### src/rtl/seven_seg_pkg.sv
// -----------------------------------------------------------------------------
// seven_seg_pkg
// Shared types, constants and helpers for the multiplexed seven-segment driver.
//   seg_t        : segment vector, gfedcba = bit6..bit0, active-high
//   SEG_BLANK    : all segments off
//   SEG_DASH     : g segment only, used to flag a value that does not fit
//   MAX_DIGITS   : largest supported digit count
//   bcd_to_seg() : BCD digit -> segment pattern (non-decimal codes blank)
//   pow10()      : elaboration-time power of ten for overflow limits
// -----------------------------------------------------------------------------
package seven_seg_pkg;

    typedef logic [6:0] seg_t;

    localparam seg_t SEG_BLANK  = 7'h00;
    localparam seg_t SEG_DASH   = 7'b1000000;
    localparam int   MAX_DIGITS = 8;

    function automatic seg_t bcd_to_seg(input logic [3:0] digit);
        seg_t seg;
        case (digit)
            4'd0:    seg = 7'h3F;
            4'd1:    seg = 7'h06;
            4'd2:    seg = 7'h5B;
            4'd3:    seg = 7'h4F;
            4'd4:    seg = 7'h66;
            4'd5:    seg = 7'h6D;
            4'd6:    seg = 7'h7D;
            4'd7:    seg = 7'h07;
            4'd8:    seg = 7'h7F;
            4'd9:    seg = 7'h6F;
            default: seg = SEG_BLANK;
        endcase
        return seg;
    endfunction

    function automatic longint unsigned pow10(input int n);
        longint unsigned p;
        p = 64'd1;
        for (int i = 0; i < n; i++) begin
            p = p * 64'd10;
        end
        return p;
    endfunction

endpackage

### src/rtl/bin_to_bcd_serial.sv
// -----------------------------------------------------------------------------
// bin_to_bcd_serial
// Serial double-dabble converter: one shift-add-3 step per clock.
//   clk    in  1              clock, rising edge
//   rst    in  1              asynchronous active-high reset, aborts conversion
//   start  in  1              capture value and begin (honoured only when idle)
//   value  in  VALUE_WIDTH    binary input
//   busy   out 1              high for exactly VALUE_WIDTH cycles after start
//   done   out 1              high during the final step cycle
//   bcd    out 4*NUM_DIGITS   result of the current step; valid while done=1
// The result is presented combinationally on the final step so the parent can
// commit it on the same edge that drops busy. BCD bits beyond NUM_DIGITS digits
// fall off the top of the shift register; lower digits stay correct
// (value mod 10**NUM_DIGITS) because add-3 corrections only carry upward.
// -----------------------------------------------------------------------------
module bin_to_bcd_serial #(
    parameter int VALUE_WIDTH = 14,
    parameter int NUM_DIGITS  = 4
) (
    input  logic                      clk,
    input  logic                      rst,
    input  logic                      start,
    input  logic [VALUE_WIDTH-1:0]    value,
    output logic                      busy,
    output logic                      done,
    output logic [4*NUM_DIGITS-1:0]   bcd
);

    localparam int BW = 4 * NUM_DIGITS;
    localparam int CW = (VALUE_WIDTH > 1) ? $clog2(VALUE_WIDTH) : 1;
    localparam logic [CW-1:0] LAST_STEP = CW'(VALUE_WIDTH - 1);

    typedef enum logic {
        ST_IDLE,
        ST_SHIFT
    } state_t;

    state_t                  state_reg;
    logic                    busy_reg;
    logic [VALUE_WIDTH-1:0]  bin_reg;
    logic [BW-1:0]           bcd_reg;
    logic [CW-1:0]           cnt_reg;

    logic [BW-1:0]           adj;
    logic [BW-1:0]           bcd_step;

    // Add 3 to every digit that is 5 or more before the shift doubles it.
    generate
        for (genvar gi = 0; gi < NUM_DIGITS; gi++) begin : g_adj
            always_comb begin
                adj[4*gi +: 4] = bcd_reg[4*gi +: 4];
                if (bcd_reg[4*gi +: 4] >= 4'd5) begin
                    adj[4*gi +: 4] = bcd_reg[4*gi +: 4] + 4'd3;
                end
            end
        end
    endgenerate

    assign bcd_step = {adj[BW-2:0], bin_reg[VALUE_WIDTH-1]};

    always_ff @(posedge clk or posedge rst) begin
        if (rst) begin
            state_reg <= ST_IDLE;
            busy_reg  <= 1'b0;
            bin_reg   <= '0;
            bcd_reg   <= '0;
            cnt_reg   <= '0;
        end else begin
            case (state_reg)
                ST_IDLE: begin
                    if (start) begin
                        bin_reg   <= value;
                        bcd_reg   <= '0;
                        cnt_reg   <= '0;
                        busy_reg  <= 1'b1;
                        state_reg <= ST_SHIFT;
                    end
                end
                ST_SHIFT: begin
                    bin_reg <= bin_reg << 1;
                    bcd_reg <= bcd_step;
                    cnt_reg <= cnt_reg + 1'b1;
                    if (cnt_reg == LAST_STEP) begin
                        busy_reg  <= 1'b0;
                        state_reg <= ST_IDLE;
                    end
                end
                default: begin
                    busy_reg  <= 1'b0;
                    state_reg <= ST_IDLE;
                end
            endcase
        end
    end

    assign busy = busy_reg;
    assign done = (state_reg == ST_SHIFT) && (cnt_reg == LAST_STEP);
    assign bcd  = bcd_step;

endmodule

### src/rtl/multi_digit_seven_seg_scanner.sv
// -----------------------------------------------------------------------------
// multi_digit_seven_seg_scanner
// Multiplexed seven-segment driver with serial binary-to-BCD conversion,
// leading-zero blanking, per-digit decimal points, overflow dashes and blink.
//   clock_1KHz  in  1            scan clock, rising edge
//   reset       in  1            asynchronous active-high reset
//   load        in  1            capture value when load & !busy at an edge
//   value       in  VALUE_WIDTH  binary value to display
//   busy        out 1            conversion in progress, load ignored
//   lzb_en      in  1            blank leading zeros (ones digit never blanked)
//   blink_en    in  1            blink the whole display
//   dp          in  NUM_DIGITS   decimal point per digit, bit 0 = LSB digit
//   display     out 7            segments gfedcba, active-high, registered
//   dp_out      out 1            decimal point of lit digit, registered
//   digitSelect out DSW          binary index of lit digit, registered
// The stored digits and the overflow flag change together on the conversion's
// final edge, so the scan keeps showing the previous value until then.
// -----------------------------------------------------------------------------
module multi_digit_seven_seg_scanner
    import seven_seg_pkg::*;
#(
    parameter int NUM_DIGITS   = 4,
    parameter int VALUE_WIDTH  = 14,
    parameter int BLINK_PERIOD = 500,
    localparam int DSW = (NUM_DIGITS > 1) ? $clog2(NUM_DIGITS) : 1
) (
    input  logic                    clock_1KHz,
    input  logic                    reset,
    input  logic                    load,
    input  logic [VALUE_WIDTH-1:0]  value,
    output logic                    busy,
    input  logic                    lzb_en,
    input  logic                    blink_en,
    input  logic [NUM_DIGITS-1:0]   dp,
    output logic [6:0]              display,
    output logic                    dp_out,
    output logic [DSW-1:0]          digitSelect
);

    localparam int BCW = (BLINK_PERIOD > 1) ? $clog2(BLINK_PERIOD) : 1;
    localparam logic [BCW-1:0] BLINK_LAST = BCW'(BLINK_PERIOD - 1);
    localparam logic [DSW-1:0] SCAN_LAST  = DSW'(NUM_DIGITS - 1);

    // Overflow threshold. When every representable value fits in NUM_DIGITS
    // digits the compare is dropped and the flag is tied low.
    localparam longint unsigned LIMIT = pow10(NUM_DIGITS);
    localparam bit OVF_POSSIBLE = (64'd1 << VALUE_WIDTH) > LIMIT;
    localparam logic [VALUE_WIDTH:0] LIMIT_W = (VALUE_WIDTH + 1)'(LIMIT);

    logic                     conv_start;
    logic                     conv_busy;
    logic                     conv_done;
    logic [4*NUM_DIGITS-1:0]  conv_bcd;
    logic                     ovf_now;

    logic                     ovf_pending_reg;
    logic                     ovf_reg;
    logic [3:0]               digits_reg [NUM_DIGITS];
    logic [DSW-1:0]           scan_reg;
    logic [BCW-1:0]           blink_cnt_reg;
    logic                     blink_on_reg;
    seg_t                     display_reg;
    logic                     dp_out_reg;

    logic [DSW-1:0]           scan_next;
    logic [NUM_DIGITS-1:0]    upper_zero;
    logic [3:0]               sel_digit;
    logic                     lz_blank;
    logic                     blink_on_eff;
    seg_t                     seg_next;
    logic                     dp_next;

    assign conv_start = load & ~conv_busy;

    bin_to_bcd_serial #(
        .VALUE_WIDTH (VALUE_WIDTH),
        .NUM_DIGITS  (NUM_DIGITS)
    ) u_conv (
        .clk   (clock_1KHz),
        .rst   (reset),
        .start (conv_start),
        .value (value),
        .busy  (conv_busy),
        .done  (conv_done),
        .bcd   (conv_bcd)
    );

    generate
        if (OVF_POSSIBLE) begin : g_ovf
            assign ovf_now = ({1'b0, value} >= LIMIT_W);
        end else begin : g_no_ovf
            assign ovf_now = 1'b0;
        end
    endgenerate

    // Digit store, written only when a conversion completes.
    generate
        for (genvar gi = 0; gi < NUM_DIGITS; gi++) begin : g_store
            always_ff @(posedge clock_1KHz or posedge reset) begin
                if (reset) begin
                    digits_reg[gi] <= 4'd0;
                end else if (conv_done) begin
                    digits_reg[gi] <= conv_bcd[4*gi +: 4];
                end
            end
        end
    endgenerate

    // upper_zero[i]: digits i..NUM_DIGITS-1 are all zero.
    generate
        for (genvar gi = 0; gi < NUM_DIGITS; gi++) begin : g_lz
            if (gi == NUM_DIGITS - 1) begin : g_top
                assign upper_zero[gi] = (digits_reg[gi] == 4'd0);
            end else begin : g_mid
                assign upper_zero[gi] = (digits_reg[gi] == 4'd0) & upper_zero[gi+1];
            end
        end
    endgenerate

    // The output registers are loaded for the digit the scan moves to, so
    // digitSelect and the segments always change on the same edge.
    assign scan_next    = (scan_reg == SCAN_LAST) ? '0 : scan_reg + 1'b1;
    assign sel_digit    = digits_reg[scan_next];
    assign lz_blank     = lzb_en && (scan_next != '0) && upper_zero[scan_next];
    assign blink_on_eff = blink_on_reg | ~blink_en;

    always_comb begin
        seg_next = bcd_to_seg(sel_digit);
        dp_next  = dp[scan_next];
        if (!blink_on_eff) begin
            seg_next = SEG_BLANK;
            dp_next  = 1'b0;
        end else if (ovf_reg) begin
            seg_next = SEG_DASH;
        end else if (lz_blank) begin
            seg_next = SEG_BLANK;
        end
    end

    always_ff @(posedge clock_1KHz or posedge reset) begin
        if (reset) begin
            scan_reg        <= '0;
            blink_cnt_reg   <= '0;
            blink_on_reg    <= 1'b1;
            display_reg     <= SEG_BLANK;
            dp_out_reg      <= 1'b0;
            ovf_pending_reg <= 1'b0;
            ovf_reg         <= 1'b0;
        end else begin
            scan_reg    <= scan_next;
            display_reg <= seg_next;
            dp_out_reg  <= dp_next;

            // Blink counter free-runs; blink_en only masks its effect.
            if (blink_cnt_reg == BLINK_LAST) begin
                blink_cnt_reg <= '0;
                blink_on_reg  <= ~blink_on_reg;
            end else begin
                blink_cnt_reg <= blink_cnt_reg + 1'b1;
            end

            // Overflow is judged on the captured value but only becomes
            // visible together with the digits it belongs to.
            if (conv_start) begin
                ovf_pending_reg <= ovf_now;
            end
            if (conv_done) begin
                ovf_reg <= ovf_pending_reg;
            end
        end
    end

    assign busy        = conv_busy;
    assign display     = display_reg;
    assign dp_out      = dp_out_reg;
    assign digitSelect = scan_reg;

endmodule

### config.mk
export PLATFORM = sky130hd
export DESIGN_NAME = multi_digit_seven_seg_scanner
export DESIGN_NICKNAME = d
export VERILOG_FILES = /design/src/rtl/seven_seg_pkg.sv /design/src/rtl/bin_to_bcd_serial.sv /design/src/rtl/multi_digit_seven_seg_scanner.sv
export SDC_FILE = /design/constraint.sdc
export NUM_CORES = 1
export LEC_CHECK = 0
export CAP_MARGIN = 15
export CORE_UTILIZATION = 44
export CTS_BUF_LIST = sky130_fd_sc_hd__clkbuf_4 sky130_fd_sc_hd__clkbuf_8 sky130_fd_sc_hd__clkbuf_16
export DETAILED_ROUTE_END_ITERATION = 10
export PLACE_DENSITY = 0.72
export SYNTH_ARGS = -nofsm -noshare
export SYNTH_HDL_FRONTEND = slang
export SYNTH_SLANG_ARGS = --single-unit
### constraint.sdc
create_clock -name clock_1KHz -period 2.6 [get_ports clock_1KHz]
set_input_delay 0.39 -clock clock_1KHz [delete_from_list [all_inputs] [get_ports clock_1KHz]]
set_output_delay 0.39 -clock clock_1KHz [all_outputs]
set_load 0.02 [all_outputs]
After elaboration in Yosys (flattened, before gate mapping)
Memory sizes are Yosys's and may differ from the RTL's.
Cells that the tools add are included.
{"block": "classes", "n_addsub": 7, "magnitude_cmp": 7, "n_eq_ne": 5, "n_mux": 29, "bitwise_logic": 10, "reduce_logical": 9}
{"operator": "$pmux 16 s2", "count": 1}
{"operator": "$pmux 14 s2", "count": 1}
{"operator": "$mux 4", "count": 6}
{"operator": "$mux 7", "count": 3}
{"operator": "$ge 4x3->1 const B", "count": 4}
{"operator": "$logic_not 4->1", "count": 4}
{"operator": "$mux 16", "count": 1}
{"operator": "$ge 14x14->1 const B", "count": 1}
{"operator": "$mux 14", "count": 1}
{"operator": "$add 4x2->4 const B", "count": 3}
{"operator": "$add 9x1->9 const B", "count": 1}
{"operator": "$eq 9x9->1 const B", "count": 1}
{"operator": "$mux 9", "count": 1}
{"operator": "$bmux 4 s2", "count": 1}
{"operator": "$pmux 4 s2", "count": 1}
{"operator": "$mux 1", "count": 7}
{"operator": "$add 4x1->4 const B", "count": 1}
{"operator": "$and 1x1->1", "count": 4}
{"operator": "$bmux 1 s2", "count": 2}
{"operator": "$eq 4x4->1 const B", "count": 1}
{"operator": "$ne 2x2->1 const B", "count": 2}
{"operator": "$not 1->1", "count": 4}
{"operator": "$pmux 1 s2", "count": 2}
{"operator": "$add 3x2->3 const B", "count": 1}
{"operator": "11 further kinds", "count": 13}
{"block": "word_totals", "regBits": 74, "mem_bits_ro": 112, "input_bits": 23, "out_inout_bits": 11, "elab_cells": 84, "memories": 1}
{"memory": "(no name shown)", "depth": 16, "width": 7, "read_ports": 1, "rd_ports_with_merged_regs": 0, "write_ports": 0, "line": "seven_seg_pkg.sv:21", "rtl": "case (digit)"}

Depth between registers and ports, before layout
Gate-level depths: netlist of the first run.
{"block": "logic_depth", "word_depth": 10, "ltp_mapped": 9, "mapped_depth_nobuf": 9}

Cells and area by module
A second synthesis of the first run with hierarchy kept.
{"block": "unflattened", "cells_unflattened": 387, "area_unflattened_um2": 3972.6}
{"mod": "bin_to_bcd_serial", "n_inst": 1, "cells_per_inst": 234, "area_per_inst_um2": 2148.3, "seq_area_each_um2": 900.9}
{"mod": "multi_digit_seven_seg_scanner", "n_inst": 1, "cells_per_inst": 153, "area_per_inst_um2": 1824.2, "seq_area_each_um2": 952.2}

Worst setup path before layout of the first run
OpenSTA, ideal clock, no wires.
{"block": "synth_timing", "path_kind": "register to register", "start": "register scan_reg[0] (netlist: digitSelect[0])", "end": "register display_reg[4] (netlist: display[4])", "setup_time_ns": 0.066, "t_arrival_ns": 2.282, "required_time_ns": 2.534, "path_slack_ns": 0.251, "path_stages_with_launch": 10, "n_path_buf": 0, "synth_period_minus_slack_ns": 2.349, "cell_sequence": "dfrtp_1 -> ha_1 -> nor2_4 -> mux4_2 -> inv_1 -> ha_1 -> inv_1 -> or2_0 -> mux2i_1 -> and3_1"}
{"block": "synth_via", "elab_chain_len": 10, "word_cells_on_any_way": 16, "classes_between": "add/sub: 1; eq/ne: 1; mux: 9; bitwise: 1; reduce/logical: 3; memory: 1"}
{"item": "from (decl)", "line": "multi_digit_seven_seg_scanner.sv:59", "rtl": "logic [DSW-1:0] scan_reg;"}
{"item": "from (signal assigned)", "line": "multi_digit_seven_seg_scanner.sv:150", "rtl": "scan_reg <= scan_next;"}
{"item": "$add 2x1->2 / $eq 2x2->1 (equally long branches)", "line": "multi_digit_seven_seg_scanner.sv:122", "rtl": "assign scan_next = (scan_reg == SCAN_LAST) ? '0 : scan_reg + 1'b1;"}
{"item": "$mux 2 (*)", "line": "multi_digit_seven_seg_scanner.sv:122"}
{"item": "named net scan_next[0]", "line": "multi_digit_seven_seg_scanner.sv:65", "rtl": "logic [DSW-1:0] scan_next;"}
{"item": "$not 2->3 (implied by the code)", "line": "multi_digit_seven_seg_scanner.sv:123", "rtl": "assign sel_digit = digits_reg[scan_next];"}
{"item": "$bmux 4 s2", "line": "multi_digit_seven_seg_scanner.sv:123"}
{"item": "$mux 4 (implied by the code) (2 in a row)", "line": "multi_digit_seven_seg_scanner.sv:123"}
{"item": "$mem_v2 16x7"}
{"item": "$mux 7 (*)", "line": "multi_digit_seven_seg_scanner.sv:135", "rtl": "end else if (lz_blank) begin"}
{"item": "$mux 7 (*)", "line": "multi_digit_seven_seg_scanner.sv:133", "rtl": "end else if (ovf_reg) begin"}
{"item": "$mux 7 (*)", "line": "multi_digit_seven_seg_scanner.sv:130", "rtl": "if (!blink_on_eff) begin"}
{"item": "named net seg_next[4]", "line": "multi_digit_seven_seg_scanner.sv:70", "rtl": "seg_t seg_next;"}
{"item": "to (signal assigned)", "line": "multi_digit_seven_seg_scanner.sv:151", "rtl": "display_reg <= seg_next;"}
{"item": "to (decl)", "line": "multi_digit_seven_seg_scanner.sv:62", "rtl": "seg_t display_reg;"}
Mark *: on every way through the listed nets, which the timed path passes. The rest lies on a longest branch. The select of a mux whose other input is x is not followed.
A chain may end at the register's enable or synchronous reset.

Final worst setup path of the first run
Ends and elaborated chain as after synthesis.

==> qor.yml, run 1 <==
status: "finished clean"
synth_cells: 356
io_buffer_count: 33
dr.pass1.iters: 4
setup_viol: 0
cts_made_buffers: 9
root_buffer: "clkbuf_8"
wirelength_um: 6890
htreeDepth: 3
total_power_uw: 2180
dpl.hpwl_um: 4950
clock.fmax_ghz: 0.415
final_cell_mix: "dfrtp_1 (72), nand2_1 (50), o21ai_0 (36), clkdlybuf4s50_1 (33), mux2i_1 (28)"
swShare_pct: 20.5
die-width_um: 93.9
tritoncts: "yes"
grt_remaining_overflow: 0
synth.avg_cell_area_um2: 10.4
fp-row-count: 33
start_kind: "register"
place.gp.congestion: 0.776
combPwrFrac_pct: 4.4
layout-drive-gt1-share_pct: 10.1
synth.distinct_cells: 39
p_switching_uw: 446
cellPowerDensity_mw_per_mm2: 496
finClkSkew_ns: 0.0101
slew_headroom_pct: 59.6
ys_seq_elements: 74
grt_max_degree: 48
layout_min_cycle_time_ns: 2.41
fillerInstances: 756
max_slew.worst_pin.slew_ns: 0.606
intPower_uw: 1740
multi_input_area_mm2: 0.00172
start_util_pct: 45.3
postCtsHoldBufs: 0
clkPwrFrac_pct: 42.4
cp.arrival_ns: 2.69
min_path_type: "in -> async"
remaining_drc_errors: 0
cap_viol_max_count: 0
grt_pass1_vias: 2651
cts_setup_buffers: 0
power.leakage_uw: 0.00185
ys_seq_area_share_pct: 49.8
die_y_um: 93.9
via_per_inst: 5.32
synth_nets: 396
n_antenna_cell: 0
syn_area_mm2: 0.00372
cts_buffer_depth: 2
grt_usage_pct: 18.0
critPathKind: "reg -> reg"
mostFrequentLayoutCell: "dfrtp_1"
synth_edf_count: 0
final_nets: 432
endpoint_kind: "register"
period_share_pct: 92.7
slew_viol_final: 0
antenna_found_initial: 0
ys.flop_type: "dfrtp_1"
areaGrowthSynthToFinish_pct: 18.3
via_count: 2666
finalSetupTns_ns: 0
clock-sinks: 74
cp.required_ns: 2.88
grt_pass1_wl_um: 12200
critical_path_peak_fanout: 7
yosysWarningCount: 0
clk_latency_ns: 0.34
p_seq_share_pct: 53.2
clkTransAtPathRegs_ns: 0.07
antenna_left: 0
wl_per_cell_um: 13.7
core_mm2: 0.00822
ir_drop_v: 0.000361
rsz0062_at_grt: "false"
num_io_pins: 34
synthArstFlopShare_pct: 100
drtIter0Drc: 88
cts_resized: 0
hold_viol: 0
dieArea_mm2: 0.00882
regArea_mm2: 0.00185
-- logic make-up after synthesis --
logic type	Yosys count	share of synthesized area [%]
simple gates	107	14.0
flops	74	49.8
compound gates	70	10.5
mux	43	13.9
buf+inv	36	3.94
fa+ha+maj	17	5.72
xor+xnor	9	2.12
-- synth_stat cells (2+ instances only) --
| cell type | n | area, µm² |
|---|---|---|
| mux2_2 | 10 | 113 |
| nor2b_1 | 5 | 31.3 |
| nand3_1 | 6 | 30.0 |
| o21ai_0 | 36 | 180 |
| xnor2_1 | 6 | 52.6 |
| and2_1 | 2 | 12.5 |
| buf_2 | 3 | 15.0 |
| a22o_1 | 2 | 17.5 |
| nand4_1 | 4 | 25.0 |
| inv_1 | 22 | 82.6 |
| o31ai_1 | 5 | 37.5 |
| nor3b_1 | 7 | 52.6 |
| a21oi_1 | 21 | 105 |
| ha_1 | 17 | 213 |
| buf_1 | 2 | 7.51 |
| mux4_2 | 2 | 45.0 |
| nor2_1 | 15 | 56.3 |
| a21o_1 | 2 | 15.0 |
| nand2b_1 | 5 | 31.3 |
| nand2_1 | 50 | 188 |
| or3_1 | 2 | 12.5 |
| mux2i_1 | 28 | 280 |
| clkbuf_1 | 8 | 30.0 |
| mux4_1 | 3 | 78.8 |
| nor4_1 | 5 | 31.3 |
| xor2_1 | 3 | 26.3 |
| dfrtp_1 | 73 | 1830 |
-- power groups by stage --
| stage | Combinational [µW] | Clock [µW] | Sequential [µW] |
|---|---|---|---|
| after floorplan | 27.4 | 0 | 1190 |
| final | 96.4 | 925 | 1160 |
| after global routing | 108 | 994 | 1160 |
| after global placement | 98.0 | 0 | 1180 |
| after CTS | 99.2 | 953 | 1160 |
| after detailed placement | 99.0 | 0 | 1180 |
-- per-layer routing --
| layer | global-route usage, % | part of all wire (%) | vias to the layer above | routed length, µm |
|---|---|---|---|---|
| met5 | 0 | 0 | - | 0 |
| met4 | 6.03 | 1.1 | 0 | 74 |
| met3 | 4.45 | 3.6 | 6 | 248 |
| met2 | 30.6 | 50 | 50 | 3450 |
| met1 | 22.3 | 45 | 1305 | 3120 |
| li1 | - | - | 1305 | - |
-- through the flow --
stage	cells	utilization (%)	worst slack [ns]	hold slack (ns)	area (µm²)
finish	501	53.5	0.190	0.418	4400
global route	501	53.5	0.0367	0.426	4400
CTS	501	53.5	0.179	0.408	4400
detailed placement	486	51.0	0.198	0.459	4190
global placement	486	51.0	0.275	0.447	4190
floorplan	356	-	0.251	0.433	3720
-- final cells by class --
class                           instances  share of cell area [%]
Clock buffer                           13                    3.93
Clock inverter                          2                   0.797
Inverter                               22                    1.88
Tap cell                              105                    2.99
Sequential cell                        74                    42.2
Multi-Input combinational cell        246                    39.1
Timing Repair Buffer                   39                    9.10
-- critical path: stages, from the launching register on --
cell,delay [ns]
dfrtp_1,0.42
ha_1,0.26
nor2_4,0.22
mux4_2,0.60
inv_1,0.14
ha_1,0.15
inv_1,0.04
or2_0,0.23
mux2i_1,0.12
and3_1,0.17
-- worst paths after layout --
kind / startpoint / endpoint / slack [ns] / cells after the start
setup / recovery: digitSelect[0]$_DFF_PP0_ / display[4]$_DFF_PP0_ / 0.19 / 9
hold / removal: reset / blink_cnt_reg[4]$_DFF_PP0_ / 0.42 / 3
setup reg to reg: digitSelect[0]$_DFF_PP0_ / display[4]$_DFF_PP0_ / 0.19 / 9
hold reg to reg: blink_cnt_reg[0]$_DFF_PP0_ / blink_cnt_reg[0]$_DFF_PP0_ / 0.46 / 1
max in group asynchronous: reset / blink_on_reg$_DFFE_PP1N_ / 1.89 / 3
min in group clock_1KHz: blink_cnt_reg[0]$_DFF_PP0_ / blink_cnt_reg[0]$_DFF_PP0_ / 0.46 / 1
No activity file was read; power rests on OpenSTA's default activity.
==> run 2, diff against run 1 <==
CTS_BUF_LIST = sky130_fd_sc_hd__clkbuf_8   (was sky130_fd_sc_hd__clkbuf_4 sky130_fd_sc_hd__clkbuf_8 sky130_fd_sc_hd__clkbuf_16)
==> run 2 against run 1 <==
Against the previous run: sequential power about the same; worst hold slack is the same; clock power is 2% lower; highest routed layer unchanged; largest power group unchanged.
==> qor.yml, run 2 (synthesis results as in run 1) <==
wirelength_um: 6890
finClkSkew_ns: 0.0101
critPathKind: "reg -> reg"
r2r-start: "digitSelect[0]$_DFF_PP0_"
clock-sinks: 74
post-route-util_pct: 53.5
rsz0062_at_grt: "false"
place.gp.congestion: 0.776
r2r_slack_ns: 0.19
top_usage_layer: "met2"
via_count: 2666
slew_headroom_pct: 59.6
cts_buffer_depth: 2
fillerInstances: 757
layout-drive-gt1-share_pct: 9.85
slew_viol_final: 0
cpMaxStageDelayCell: "mux4_2"
cts_made_buffers: 9
die_y_um: 93.9
grt_usage_pct: 18.0
status: "finished clean"
via_per_inst: 5.32
crit_buf_inv: 2
io_buffer_count: 33
dpl.hpwl_um: 4950
dr.pass1.iters: 4
cts_setup_buffers: 0
start_util_pct: 45.3
remaining_drc_errors: 0
layout_min_cycle_time_ns: 2.41
start_kind: "register"
htreeDepth: 3
pre_cts_slack_ns: 0.198
setup_ws_ns: 0.190
grt_remaining_overflow: 0
worstPathCellList: "ha_1 > nor2_4 > mux4_2 > inv_1 > ha_1 > inv_1 > or2_0 > mux2i_1 > and3_1"
max_slew.worst_pin.slew_ns: 0.606
cp_num_cells: 9
core_mm2: 0.00822
grt_max_degree: 48
postCtsHoldBufs: 0
min_path_type: "in -> async"
cp.arrival_ns: 2.69
final_cell_mix: "dfrtp_1 (72), nand2_1 (50), o21ai_0 (36), clkdlybuf4s50_1 (33), mux2i_1 (28)"
cp.required_ns: 2.88
r2r.worst_path.cells: 9
grt_pass1_vias: 2651
hold_viol: 0
worst_path_largest_cell_delay_ns: 0.60
root_buffer: "clkbuf_8"
final_nets: 432
fp-row-count: 33
cap_viol_max_count: 0
period_share_pct: 92.7
die-width_um: 93.9
antenna_found_initial: 0
dieArea_mm2: 0.00882
power.leakage_uw: 0.00185
drtIter0Drc: 88
path_delay_family: "multiplexers"
grt_util_met2_pct: 30.6
cellPowerDensity_mw_per_mm2: 493
met1_usage_pct: 22.3
endpoint_kind: "register"
clock.fmax_ghz: 0.415
finalSetupTns_ns: 0
wl_per_cell_um: 13.7
clk_latency_ns: 0.34
ir_drop_v: 0.000361
grt_pass1_wl_um: 12200
areaGrowthSynthToFinish_pct: 18.2
mostFrequentLayoutCell: "dfrtp_1"
instances_no_fill: 501
cts_resized: 0
antenna_left: 0
critical_path_peak_fanout: 7
reg2reg_to: "display[4]$_DFF_PP0_"
grtUsageMet3_pct: 4.45
placed_cells: 486
clkTransAtPathRegs_ns: 0.07
setup_viol: 0
tritoncts: "yes"
num_io_pins: 34
n_antenna_cell: 0
==> run 2: worst register-to-register path: stages (launching register included) <==
cell and delay (ns):
dfrtp_1 0.42, ha_1 0.26, nor2_4 0.22, mux4_2 0.60, inv_1 0.14, ha_1 0.15, inv_1 0.04, or2_0 0.23
mux2i_1 0.12, and3_1 0.17
==> run 2: worst max path at each step <==
stage                        startpoint              endpoint  slack, ns
3_3_place_gp   digitSelect[0]$_DFF_PP0_  display[4]$_DFF_PP0_       0.28
5_1_grt        digitSelect[0]$_DFF_PP0_  display[4]$_DFF_PP0_       0.04
6_report       digitSelect[0]$_DFF_PP0_  display[4]$_DFF_PP0_       0.19
4_1_cts        digitSelect[0]$_DFF_PP0_  display[4]$_DFF_PP0_       0.18
2_1_floorplan  digitSelect[0]$_DFF_PP0_  display[4]$_DFF_PP0_       0.25
3_5_place_dp   digitSelect[0]$_DFF_PP0_  display[4]$_DFF_PP0_       0.20
==> run 2: power by group <==
group          total (µW)  leakage [µW]  switching, µW  internal (µW)
logic                96.4      0.000852           45.3           51.1
clock network         911      0.000110            399            512
registers            1160      0.000886           2.59           1160
==> run 2: area by class of cell <==
class                           count  area (µm²)  share of cell area, %
Timing Repair Buffer               39         400                   9.11
Sequential cell                    74        1850                   42.2
Tap cell                          105         131                   2.99
Clock inverter                      3        38.8                  0.883
Multi-Input combinational cell    246        1720                   39.2
Inverter                           22        82.6                   1.88
Clock buffer                       12         165                   3.76
==> run 2: metal layers <==
layer	wire length [µm]	share of wire (%)
met1	3120	45
met2	3450	50
met3	248	3.6
met4	74	1.1
met5	0	0
==> run 2: through the flow <==
stage	power (µW)	hold slack [ns]	instance area, µm²
2_1_floorplan	1220	0.433	3720
3_3_place_gp	1280	0.447	4190
3_5_place_dp	1280	0.459	4190
4_1_cts	2200	0.408	4390
5_1_grt	2250	0.426	4390
6_report	2170	0.418	4390
==> run 3, diff against run 2 <==
CORE_UTILIZATION = 55   (was 44)
PLACE_DENSITY = 0.85   (was 0.72)
SKIP_LAST_GASP = 1   (was not set)
==> run 3 against run 2 <==
Against the previous run: fmax fell by 0.85%; the flow now finishes with violations (DRC); largest cell class unchanged; register-to-register slack lost 0.02 ns; non-clock buffer count unchanged; critical path depth unchanged; global-route usage rose by 4.4 points; first-iteration DRC count grew 120%; highest routed layer unchanged.
==> qor.yml, run 3 (synthesis results as in run 1) <==
status: "finished with violations"
violations: "DRC"
ir_drop_v: 0.000297
cts_resized: 0
placedInstanceArea_mm2: 0.00416
layout_min_cycle_time_ns: 2.43
start_util_pct: 57.9
die_y_um: 84.2
grt_remaining_overflow: 0
remaining_drc_errors: 8
dieArea_mm2: 0.00709
root_buffer: "clkbuf_8"
place.gp.congestion: 0.832
via_per_inst: 5.69
r2r_slack_ns: 0.17
clk_latency_ns: 0.35
mostFrequentLayoutCell: "dfrtp_1"
wl_met1_um: 3240
cts_buffer_depth: 2
fillerInstances: 493
wl_per_cell_um: 15.1
rsz0062_at_grt: "false"
clkTransAtPathRegs_ns: 0.08
dr.pass1.iters: 7
finalSetupTns_ns: 0
core_mm2: 0.00642
num_io_pins: 34
slew_viol_final: 0
endpoint_kind: "register"
layout-drive-gt1-share_pct: 9.85
cellPowerDensity_mw_per_mm2: 481
fp-row-count: 29
critPathKind: "reg -> reg"
fin_area_mm2: 0.00434
setup_viol: 0
n_antenna_cell: 0
grt_pass1_vias: 2720
drtIter0Drc: 191
post-route-util_pct: 67.5
critical_path_peak_fanout: 7
via_count: 2693
dpl.hpwl_um: 5070
finClkSkew_ns: 0.00753
cap_viol_max_count: 0
htreeDepth: 3
clock-sinks: 74
cts_setup_buffers: 0
antenna_left: 0
final_nets: 432
period_share_pct: 93.5
highest_layer: "met4"
power.leakage_uw: 0.00183
hold_viol: 0
grt_pass1_wl_um: 12500
setup_ws_ns: 0.170
wl_met2_um: 3560
cts_made_buffers: 9
die-width_um: 84.2
slew_headroom_pct: 59.1
clock.fmax_ghz: 0.411
start_kind: "register"
final_cell_mix: "dfrtp_1 (72), nand2_1 (50), o21ai_0 (36), clkdlybuf4s50_1 (33), mux2i_1 (28)"
cp.arrival_ns: 2.72
pre_cts_slack_ns: 0.174
io_buffer_count: 33
grt_max_degree: 52
cp.required_ns: 2.89
wirelength_um: 7140
grt_usage_pct: 22.4
max_slew.worst_pin.slew_ns: 0.613
min_path_type: "in -> async"
areaGrowthSynthToFinish_pct: 16.6
tritoncts: "yes"
dr_wl_met3_um: 266
postCtsHoldBufs: 0
antenna_found_initial: 0
-- run 3: cell types whose count changed in the layout (fill, tap and decap cells not counted), sizes merged --
cell	before	now
bufinv	1	0
clkinvlp	0	1
-- run 3: power breakdown --
| part | total (µW) | internal (µW) | switching [µW] |
|---|---|---|---|
| combinational | 97.5 | 50.9 | 46.6 |
| sequential | 1160 | 1160 | 2.56 |
| clock | 830 | 415 | 415 |
-- run 3: final cells by class --
class	instances	area, µm²	share of cell area, %
Clock buffer	12	165	3.81
Clock inverter	3	16.3	0.375
Inverter	22	82.6	1.90
Multi-Input combinational cell	246	1720	39.7
Sequential cell	74	1850	42.8
Tap cell	77	96.3	2.22
Timing Repair Buffer	39	400	9.23
-- run 3: critical path, stage by stage, from the launching register on --
cell and delay, ns:
dfrtp_1 0.42, ha_1 0.26, nor2_4 0.23, mux4_2 0.61
inv_1 0.13, ha_1 0.16, inv_1 0.03, or2_0 0.23
mux2i_1 0.13, and3_1 0.16
-- run 3: worst paths after layout --
path,from,endpoint,depth (start not counted)
max,digitSelect[0]$_DFF_PP0_,display[4]$_DFF_PP0_,9
min,reset,blink_cnt_reg[6]$_DFF_PP0_,2
max reg2reg,digitSelect[0]$_DFF_PP0_,display[4]$_DFF_PP0_,9
min reg2reg,blink_cnt_reg[0]$_DFF_PP0_,blink_cnt_reg[0]$_DFF_PP0_,1
max in group asynchronous,reset,u_conv.bcd_reg[3]$_DFFE_PP0P_,3
min in group clock_1KHz,blink_cnt_reg[0]$_DFF_PP0_,blink_cnt_reg[0]$_DFF_PP0_,1
-- run 3: per-stage QoR --
step | cells | power, µW | hold slack [ns]
5_1_grt | 473 | 2170 | 0.458
4_1_cts | 473 | 2110 | 0.438
2_1_floorplan | 356 | 1220 | 0.433
6_report | 473 | 2090 | 0.433
3_3_place_gp | 458 | 1280 | 0.447
3_5_place_dp | 458 | 1280 | 0.463
-- run 3: metal layers --
layer,vias up,track usage (%)
met5,-,0
met4,0,7.21
met3,9,6.29
met2,57,36.4
met1,1325,29.3
li1,1302,-
